`src/rtl/pipe_pkg.sv`:
```
// Shared constants and slot record for the pipeline register stage.
package pipe_pkg;

  localparam int DATA_W_DEF = 96;
  localparam int RD_W_DEF   = 5;
  localparam int CNT_W_DEF  = 16;

  // Register x0 is hardwired to zero, so it never creates a hazard.
  localparam int REG_X0 = 0;

  typedef struct packed {
    logic                  valid;
    logic                  rd_we;
    logic [RD_W_DEF-1:0]   rd_addr;
    logic [DATA_W_DEF-1:0] data;
  } slot_t;

endpackage

```
`src/rtl/pipe_slot.sv`:
```
// One storage slot of the pipeline stage: clear beats load, load writes the whole entry.
module pipe_slot
  import pipe_pkg::*;
#(
  parameter int DATA_W = DATA_W_DEF,
  parameter int RD_W   = RD_W_DEF
) (
  input  logic              clk,
  input  logic              rst,
  input  logic              clear,
  input  logic              load,
  input  logic              d_valid,
  input  logic              d_rd_we,
  input  logic [RD_W-1:0]   d_rd_addr,
  input  logic [DATA_W-1:0] d_data,
  output logic              valid,
  output logic              q_rd_we,
  output logic [RD_W-1:0]   q_rd_addr,
  output logic [DATA_W-1:0] q_data
);

  logic              valid_reg;
  logic              rd_we_reg;
  logic [RD_W-1:0]   rd_addr_reg;
  logic [DATA_W-1:0] data_reg;

  always_ff @(posedge clk) begin
    if (!rst || clear) begin
      valid_reg   <= 1'b0;
      rd_we_reg   <= 1'b0;
      rd_addr_reg <= '0;
      data_reg    <= '0;
    end else if (load) begin
      valid_reg   <= d_valid;
      rd_we_reg   <= d_rd_we;
      rd_addr_reg <= d_rd_addr;
      data_reg    <= d_data;
    end
  end

  assign valid     = valid_reg;
  assign q_rd_we   = rd_we_reg;
  assign q_rd_addr = rd_addr_reg;
  assign q_data    = data_reg;

endmodule

```
`src/rtl/pipe_reg_stage.sv`:
```
// Valid/ready pipeline register with hazard lookup and stall counter.
// Define PIPE_REG_STAGE_SKID_EN to add a skid slot and a registered in_ready.
module pipe_reg_stage
  import pipe_pkg::*;
#(
  parameter int DATA_W = DATA_W_DEF,
  parameter int RD_W   = RD_W_DEF,
  parameter int CNT_W  = CNT_W_DEF
) (
  input  logic              clk,
  input  logic              rst,
  input  logic              flush,
  input  logic              in_valid,
  output logic              in_ready,
  input  logic [DATA_W-1:0] in_data,
  input  logic [RD_W-1:0]   in_rd_addr,
  input  logic              in_rd_we,
  output logic              out_valid,
  input  logic              out_ready,
  output logic [DATA_W-1:0] out_data,
  output logic [RD_W-1:0]   out_rd_addr,
  output logic              out_rd_we,
  input  logic [RD_W-1:0]   query_addr,
  output logic              query_hit,
  output logic [CNT_W-1:0]  stall_cnt
);

  logic              main_v, main_we;
  logic [RD_W-1:0]   main_addr;
  logic [DATA_W-1:0] main_data;

  logic              main_load, main_d_valid, main_d_we;
  logic [RD_W-1:0]   main_d_addr;
  logic [DATA_W-1:0] main_d_data;

  logic              xfer_in, xfer_out;
  logic              query_live;
  logic              main_hit, skid_hit;
  logic [CNT_W-1:0]  stall_cnt_reg;

  assign xfer_out   = main_v && out_ready;
  assign query_live = (query_addr != RD_W'(REG_X0));
  assign main_hit   = main_v && main_we && (main_addr == query_addr);

`ifdef PIPE_REG_STAGE_SKID_EN
  logic              skid_v, skid_we;
  logic [RD_W-1:0]   skid_addr;
  logic [DATA_W-1:0] skid_data;
  logic              skid_load, skid_d_valid, skid_v_next;
  logic              in_ready_reg;

  assign in_ready = in_ready_reg;
  assign xfer_in  = in_valid && in_ready_reg;

  // Skid only fills when main is stuck; it drains into main on the same edge out_ready frees it.
  always_comb begin
    main_load    = (!main_v && xfer_in) || xfer_out;
    main_d_valid = skid_v || xfer_in;
    main_d_we    = skid_v ? skid_we   : in_rd_we;
    main_d_addr  = skid_v ? skid_addr : in_rd_addr;
    main_d_data  = skid_v ? skid_data : in_data;
    skid_d_valid = xfer_in && main_v && !out_ready;
    skid_load    = skid_d_valid || (skid_v && out_ready);
    skid_v_next  = skid_load ? skid_d_valid : skid_v;
  end

  always_ff @(posedge clk) begin
    if (!rst || flush) begin
      in_ready_reg <= 1'b1;
    end else begin
      in_ready_reg <= !skid_v_next;
    end
  end

  pipe_slot #(.DATA_W(DATA_W), .RD_W(RD_W)) u_skid (
    .clk       (clk),
    .rst       (rst),
    .clear     (flush),
    .load      (skid_load),
    .d_valid   (skid_d_valid),
    .d_rd_we   (in_rd_we),
    .d_rd_addr (in_rd_addr),
    .d_data    (in_data),
    .valid     (skid_v),
    .q_rd_we   (skid_we),
    .q_rd_addr (skid_addr),
    .q_data    (skid_data)
  );

  assign skid_hit = skid_v && skid_we && (skid_addr == query_addr);
`else
  assign in_ready = !main_v || out_ready;
  assign xfer_in  = in_valid && in_ready;

  always_comb begin
    main_load    = xfer_in || xfer_out;
    main_d_valid = xfer_in;
    main_d_we    = in_rd_we;
    main_d_addr  = in_rd_addr;
    main_d_data  = in_data;
  end

  assign skid_hit = 1'b0;
`endif

  pipe_slot #(.DATA_W(DATA_W), .RD_W(RD_W)) u_main (
    .clk       (clk),
    .rst       (rst),
    .clear     (flush),
    .load      (main_load),
    .d_valid   (main_d_valid),
    .d_rd_we   (main_d_we),
    .d_rd_addr (main_d_addr),
    .d_data    (main_d_data),
    .valid     (main_v),
    .q_rd_we   (main_we),
    .q_rd_addr (main_addr),
    .q_data    (main_data)
  );

  // Counter survives flush so backpressure history is kept across pipeline kills.
  always_ff @(posedge clk) begin
    if (!rst) begin
      stall_cnt_reg <= '0;
    end else if (main_v && !out_ready && (stall_cnt_reg != '1)) begin
      stall_cnt_reg <= stall_cnt_reg + CNT_W'(1);
    end
  end

  assign out_valid   = main_v;
  assign out_data    = main_data;
  assign out_rd_addr = main_addr;
  assign out_rd_we   = main_v && main_we;
  assign query_hit   = query_live && (main_hit || skid_hit);
  assign stall_cnt   = stall_cnt_reg;

endmodule

```
`config.mk`:
```
export PLATFORM = sky130hd
export DESIGN_NAME = pipe_reg_stage
export DESIGN_NICKNAME = d
export VERILOG_FILES = /design/src/rtl/pipe_pkg.sv /design/src/rtl/pipe_slot.sv /design/src/rtl/pipe_reg_stage.sv
export SDC_FILE = /design/constraint.sdc
export NUM_CORES = 1
export LEC_CHECK = 0
export BUFFER_PORTS_ARGS = -buffer_cell sky130_fd_sc_hd__buf_2
export CORE_MARGIN = 2
export CORE_UTILIZATION = 46
export CTS_BUF_LIST = sky130_fd_sc_hd__clkbuf_16
export CTS_CLUSTER_DIAMETER = 40
export DETAILED_ROUTE_END_ITERATION = 10
export PLACE_DENSITY_LB_ADDON = 0.25
export SYNTH_ARGS = -nofsm -noshare
export SYNTH_HDL_FRONTEND = slang
export SYNTH_HIERARCHICAL = 1
export SYNTH_SLANG_ARGS = --single-unit
```
`constraint.sdc`:
```
create_clock -name clk -period 2.2 [get_ports clk]
set_input_delay 0.22 -clock clk [delete_from_list [all_inputs] [get_ports clk]]
set_output_delay 0.22 -clock clk [all_outputs]
set_load 0.05 [all_outputs]
```
==> qor.yml, run 1 <==
pwr:
  leakagePower_nw: 3.26
  irDropWorstVdd_mv: 0.448
  p_per_area_nw_per_um2: 846
route:
  drt_iter0_drc: 185
  post-route-drc-count: 0
  drt_first_pass_iters: 4
  ant_nets: 0
  num_vias: 3967
  wirelength_um: 11700
  avgRoutedWirePerCell_um: 14.4
  vias_per_cell: 4.87
logic_synthesis:
  synth_mux_area_share_pct: 22.8
  yosys_most_used_dff: "dfxtp_1"
  synth_cell_type_count: 45
  yosysTopAreaCellShare_pct: 50.7
  synth_area_leader_cell: "dfxtp_1"
  synthSimpleGateAreaFrac_pct: 15.8
  syn_nets: 553
  postSynthAreaPerCell_um2: 10.7
  synthesis.area_um2: 4700
  synth_common_cells: "119 x dfxtp_1, 106 x mux2i_1, 106 x nor2_1"
  synth_edf_count: 0
  ys_seq_area_share_pct: 50.7
  synth_xor_area_share_pct: 0.931
  synth_compound_area_share_pct: 3.70
  yosysWarnings: 6
  synth_adder_area_share_pct: 0.266
  synth-seq-cells: 119
  async_flop_share_pct: 0
  synth_most_common_cell: "dfxtp_1"
  syn_inst: 440
  synth_top_family_by_area: "multiplexers"
  synthTopCellsByArea: "dfxtp_1 51%, mux2i_1 23%, nor2_1 8.5%"
setup_path:
  crit_family: "compound AO/OA/AOI/OAI gates"
  worst_ep_required_time_ns: 2.47
  start_kind: "flop"
  critical_path_arrival_ns: 2.25
  worst-path-buf-inv: 0
  crit_chain: "ha_1 -> nand3_4 -> o41ai_4 -> mux2i_1 -> nor2_1"
  slowest_delay_ns: 0.72
  slowest_stage: "o41ai_4"
  worstPathMaxFanout: 12
  path_class: "flop to flop"
  crit_path_end_kind: "flop"
clocking:
  cts_made_buffers: 17
  cts_setup_buffers: 0
  htreeDepth: 4
  ctsResizeCount: 0
  clock-sinks: 119
  cts.clk_slew.worst_paths_ns: 0.05
  insertion_delay_ns: 0.40
  ctsRootBufferMaster: "clkbuf_16"
  clk_path_buf_depth: 2
  cts_tree: "built"
  ctsHoldBuffers: 0
run:
  drv_cap: 0
outcome:
  status: "completed"
timing:
  layout_setup_ws_ns: 0.217
  skew_ns: 0.00694
  finalHoldViolations: 0
  max_freq_mhz: 504
  slew_headroom_pct: 32.0
  fin_hold_ws_ns: 0.0537
  worstMarginPinSlew_ns: 1.02
  tns_ns: 0
  setup_violations: 0
  rsz0062_at_grt: "no"
  fin_crit_sh_pct: 90.2
  drv_slew: 0
  post-route-min-period_ns: 1.98
final_layout:
  syn2layout_area_growth_pct: 35.1
  drive_above_1_share_pct: 40.6
  stdcell_count: 814
  largest_reg_flops: 96
  finalNetCount: 782
die:
  die_y_um: 105
  rows: 36
  start_util_pct: 47.7
  die_w_um: 105
  core_area_um2: 9860
  ios: 233
  dieArea_um2: 11000
place:
  placed_cells: 783
  dpl.hpwl_um: 8580
  pre_cts_ws_ns: 0.236
  portBuffers: 232
  gp_congestion: 0.792
global_routing:
  grt_max_degree: 104
  antenna_found_initial: 1
  grt_use_total_pct: 21.0
  grt_pass1_wl_um: 18400
  grt_pass1_vias: 3757
  grt_overflow: 0
hold_path:
  min_path_type: "primary input to flop"
==> final timing paths <==
kind | startpoint | end | slack [ns] | cells past startpoint
max | stall_cnt[0]$_SDFFE_PN0P_ | stall_cnt[1]$_SDFFE_PN0P_ | 0.22 | 5
min | in_rd_we | u_main/q_rd_we$_SDFFE_PP0P_ | 0.05 | 3
max reg2reg | stall_cnt[0]$_SDFFE_PN0P_ | stall_cnt[1]$_SDFFE_PN0P_ | 0.22 | 5
min reg2reg | u_main/q_data[83]$_SDFFE_PP0P_ | u_main/q_data[83]$_SDFFE_PP0P_ | 0.48 | 2
==> metrics by stage <==
stage	area, µm²	power (mW)	util [%]
6_report	6350	5.38	64.4
2_1_floorplan	4710	2.83	-
4_1_cts	6350	5.42	64.4
3_3_place_gp	5830	2.99	59.1
5_1_grt	6350	5.60	64.4
3_5_place_dp	5830	3.00	59.1
==> area by class of cell <==
cell class                 instances  area [µm²]
clock buffer                      17         425
tap                              133         166
sequential                       119        2380
inverter                           6        22.5
antenna                            1        2.50
timing repair buffer             235        1200
fill                             828        3510
clock inverter                    13        93.8
multi-input combinational        290        2060
==> worst min-delay path: stages <==
cell and delay (ns):
buf_2 0.08, mux2i_1 0.05, nor2_1 0.07
==> report_power, final <==
| group | internal (mW) | switching [mW] | total (mW) |
|---|---|---|---|
| clock | 1.51 | 0.915 | 2.42 |
| sequential | 2.23 | 0.0348 | 2.26 |
| combinational | 0.249 | 0.446 | 0.695 |
==> cells by family (layout without fill, tap and decap cells) <==
logic type      count (synthesis)  in the layout
fa+ha+maj                       1              1
xor+xnor                        5              5
compound gates                 24             24
buf+inv                        31            271
mux                           107            107
other cells                     0              1
simple gates                  153            153
flops                         119            119
==> cells in the final DEF (no fill, tap or decap), types with 4 or more instances in the layout <==
master,Yosys,layout
buf_2,6,232
dfxtp_1,119,119
mux2i_1,106,106
nor2_1,106,106
clkbuf_16,0,17
a21oi_1,8,8
inv_1,6,8
nand2_1,7,7
nand3_1,5,5
clkinv_2,0,5
nor4_1,4,4
xnor2_1,4,4
==> routing by layer <==
metal | GRT usage, % | vias to the layer above | wire length, µm | part of all wire, %
met5 | 0 | - | 0 | 0
met4 | 7.43 | 0 | 159 | 1.4
met3 | 8.11 | 13 | 958 | 8.2
met2 | 36.0 | 168 | 5720 | 49
met1 | 23.6 | 1815 | 4850 | 42
li1 | - | 1971 | - | -
Power figures use the tool's default switching activity.
==> inputs of run 2 (changes only) <==
Settings changed: RECOVER_POWER set to 100, SETUP_SLACK_MARGIN set to 0.1.
==> run 2 against run 1 <==
Compared with the run above: sequential power hardly changed; cell area fell by 1.1%; combinational power is 2% lower; non-clock buffer count shrank 1; global-route usage is 0.12 points higher; die area stayed put; clock-buffer cell count did not move; clock skew down 0.0015 ns.
==> qor.yml, run 2 (synthesized netlist as in run 1, its figures left out) <==
setup_path:
  start_kind: "flop"
  r2r_cells: 5  # unchanged
  path_class: "flop to flop"
  slowest_delay_ns: 0.62  # -0.10 ns
  slowest_stage: "o41ai_4"
  worstPathMaxFanout: 12  # unchanged
  worst_ep_required_time_ns: 2.47  # about the same
  r2r_setup_slack_ns: 0.29  # +0.08 ns
  crit_chain: "ha_1 -> nand3_4 -> o41ai_4 -> mux2i_1 -> nor2_1"
  critical_path_arrival_ns: 2.18  # -0.07 ns
  worstReg2RegStart: "stall_cnt[0]$_SDFFE_PN0P_"
  worst-path-buf-inv: 0  # unchanged
  worstReg2RegEnd: "stall_cnt[1]$_SDFFE_PN0P_"
  crit_path_end_kind: "flop"
  crit_family: "compound AO/OA/AOI/OAI gates"
timing:
  post-route-min-period_ns: 1.91  # -0.0755 ns
  fin_crit_sh_pct: 86.7  # -3.4 points
  max_freq_mhz: 524  # +4.0%
  finalHoldViolations: 0  # unchanged
  skew_ns: 0.00545  # -0.00149 ns
  worstMarginPinSlew_ns: 1.06  # +0.0400 ns
  setup_violations: 0  # unchanged
  rsz0062_at_grt: "no"
  drv_slew: 0  # unchanged
  slew_headroom_pct: 29.3  # -2.7 points
  tns_ns: 0  # unchanged
die:
  core_area_um2: 9860  # unchanged
  die_w_um: 105  # unchanged
  ios: 233  # unchanged
  dieArea_um2: 11000  # unchanged
  start_util_pct: 47.7  # unchanged
  die_y_um: 105  # unchanged
  rows: 36  # unchanged
place:
  gp_congestion: 0.805  # +1.6%
  dpl.hpwl_um: 8510  # -0.86%
  portBuffers: 232  # unchanged
  placed_area_um2: 5830  # about the same
final_layout:
  stdcell_area_um2: 6280  # -1.1%
  largest_reg_flops: 96  # unchanged
  drive_above_1_share_pct: 23.2  # -17 points
  fin_util_pct: 63.7  # -0.72 points
  syn2layout_area_growth_pct: 33.6
  finalNetCount: 781  # -0.13%
  final_cell_mix: "119 x clkbuf_1, 119 x dfxtp_1, 112 x buf_2"
clocking:
  cts_tree: "built"
  ctsResizeCount: 0  # unchanged
  clk_path_buf_depth: 2  # unchanged
  htreeDepth: 4  # unchanged
  clock-sinks: 119  # unchanged
  ctsRootBufferMaster: "clkbuf_16"
  insertion_delay_ns: 0.39  # about the same
  ctsHoldBuffers: 0  # unchanged
  cts_setup_buffers: 0  # unchanged
  cts_made_buffers: 17  # unchanged
  cts.clk_slew.worst_paths_ns: 0.06  # about the same
hold_path:
  min_delay_worst_endpoint: "u_main/q_data[12]$_SDFFE_PP0P_"
  hold_depth: 3  # unchanged
  min_path_type: "primary input to flop"
  hold_start: "in_data[12]"
route:
  num_vias: 3972  # +0.13%
  ant_nets: 0  # unchanged
  drt_first_pass_iters: 4  # unchanged
  post-route-drc-count: 0  # unchanged
  drt_iter0_drc: 194  # +4.9%
  wirelength_um: 11900  # +1.4%
  avgRoutedWirePerCell_um: 14.5  # +1.3%
  vias_per_cell: 4.87  # about the same
pwr:
  p_per_area_nw_per_um2: 911  # +7.6%
  leakagePower_nw: 2.79  # -15%
  irDropWorstVdd_mv: 0.459  # +2.5%
global_routing:
  grt_use_total_pct: 21.1  # +0.12 points
  grt_overflow: 0  # unchanged
  grt_max_degree: 104  # unchanged
  grt_pass1_vias: 3838  # +2.2%
  grt_pass1_wl_um: 18400  # about the same
  antenna_found_initial: 1  # unchanged
outcome:
  status: "completed"
run:
  drv_cap: 0  # unchanged
==> run 2: cell count changes in the layout (fill, tap and decap cells not counted), moves of 2 or more <==
cell,previous run,this run
inv_1,8,6
bufinv_16,1,3
buf_2,232,112
inv_6,0,3
clkbuf_1,0,119
clkinv_4,1,3
clkinv_2,5,1
==> run 2: worst max-delay path by stage <==
stage | start | end | depth (start not counted)
after floorplan | stall_cnt[0]$_SDFFE_PN0P_ | stall_cnt[1]$_SDFFE_PN0P_ | 6
after global placement | stall_cnt[0]$_SDFFE_PN0P_ | stall_cnt[1]$_SDFFE_PN0P_ | 5
after detailed placement | stall_cnt[0]$_SDFFE_PN0P_ | stall_cnt[1]$_SDFFE_PN0P_ | 5
after CTS | stall_cnt[0]$_SDFFE_PN0P_ | stall_cnt[1]$_SDFFE_PN0P_ | 5
after global routing | stall_cnt[0]$_SDFFE_PN0P_ | stall_cnt[1]$_SDFFE_PN0P_ | 5
final | stall_cnt[0]$_SDFFE_PN0P_ | stall_cnt[1]$_SDFFE_PN0P_ | 5
==> run 2: worst register-to-register path: cells and delay by family, from the launching register on <==
kind                       cells  cell delay [ns]
DFF                            1             0.43
adders and majority gates      1             0.28
AOI/OAI and AO/OA              1             0.62
muxes                          1             0.25
and+or+nand+nor                2             0.20
==> run 2: through the flow <==
step	hold WS, ns	power (mW)	instances	setup WS (ns)
6_report	0.0569	5.72	815	0.292
5_1_grt	0.0408	5.94	815	0.115
4_1_cts	0.0391	5.79	814	0.231
3_5_place_dp	0.463	3.00	782	0.257
3_3_place_gp	0.451	2.99	782	0.333
2_1_floorplan	0.364	2.83	440	0.127
==> run 2: layout make-up <==
class                      count  area [µm²]
sequential                   119        2380
fill                         878        3580
tap                          133         166
inverter                       6        22.5
clock buffer                  17         425
multi-input combinational    290        2070
timing repair buffer         234        1040
clock inverter                15         178
antenna                        1        2.50
==> run 2: report_power, final <==
group          internal [mW]  switching [mW]  leakage, nW  total, mW
sequential              2.22          0.0378        0.968       2.26
combinational          0.230           0.449         1.53      0.679
clock                   1.79           0.995        0.285       2.78
total                   4.24            1.48         2.79       5.72
==> run 2: per-layer routing <==
layer | vias up | GRT usage [%] | wire, µm
li1 | 1981 | - | -
met4 | 0 | 7.71 | 136
met5 | - | 0 | 0
met2 | 174 | 36.4 | 5940
met3 | 8 | 6.92 | 758
met1 | 1809 | 24.3 | 5020
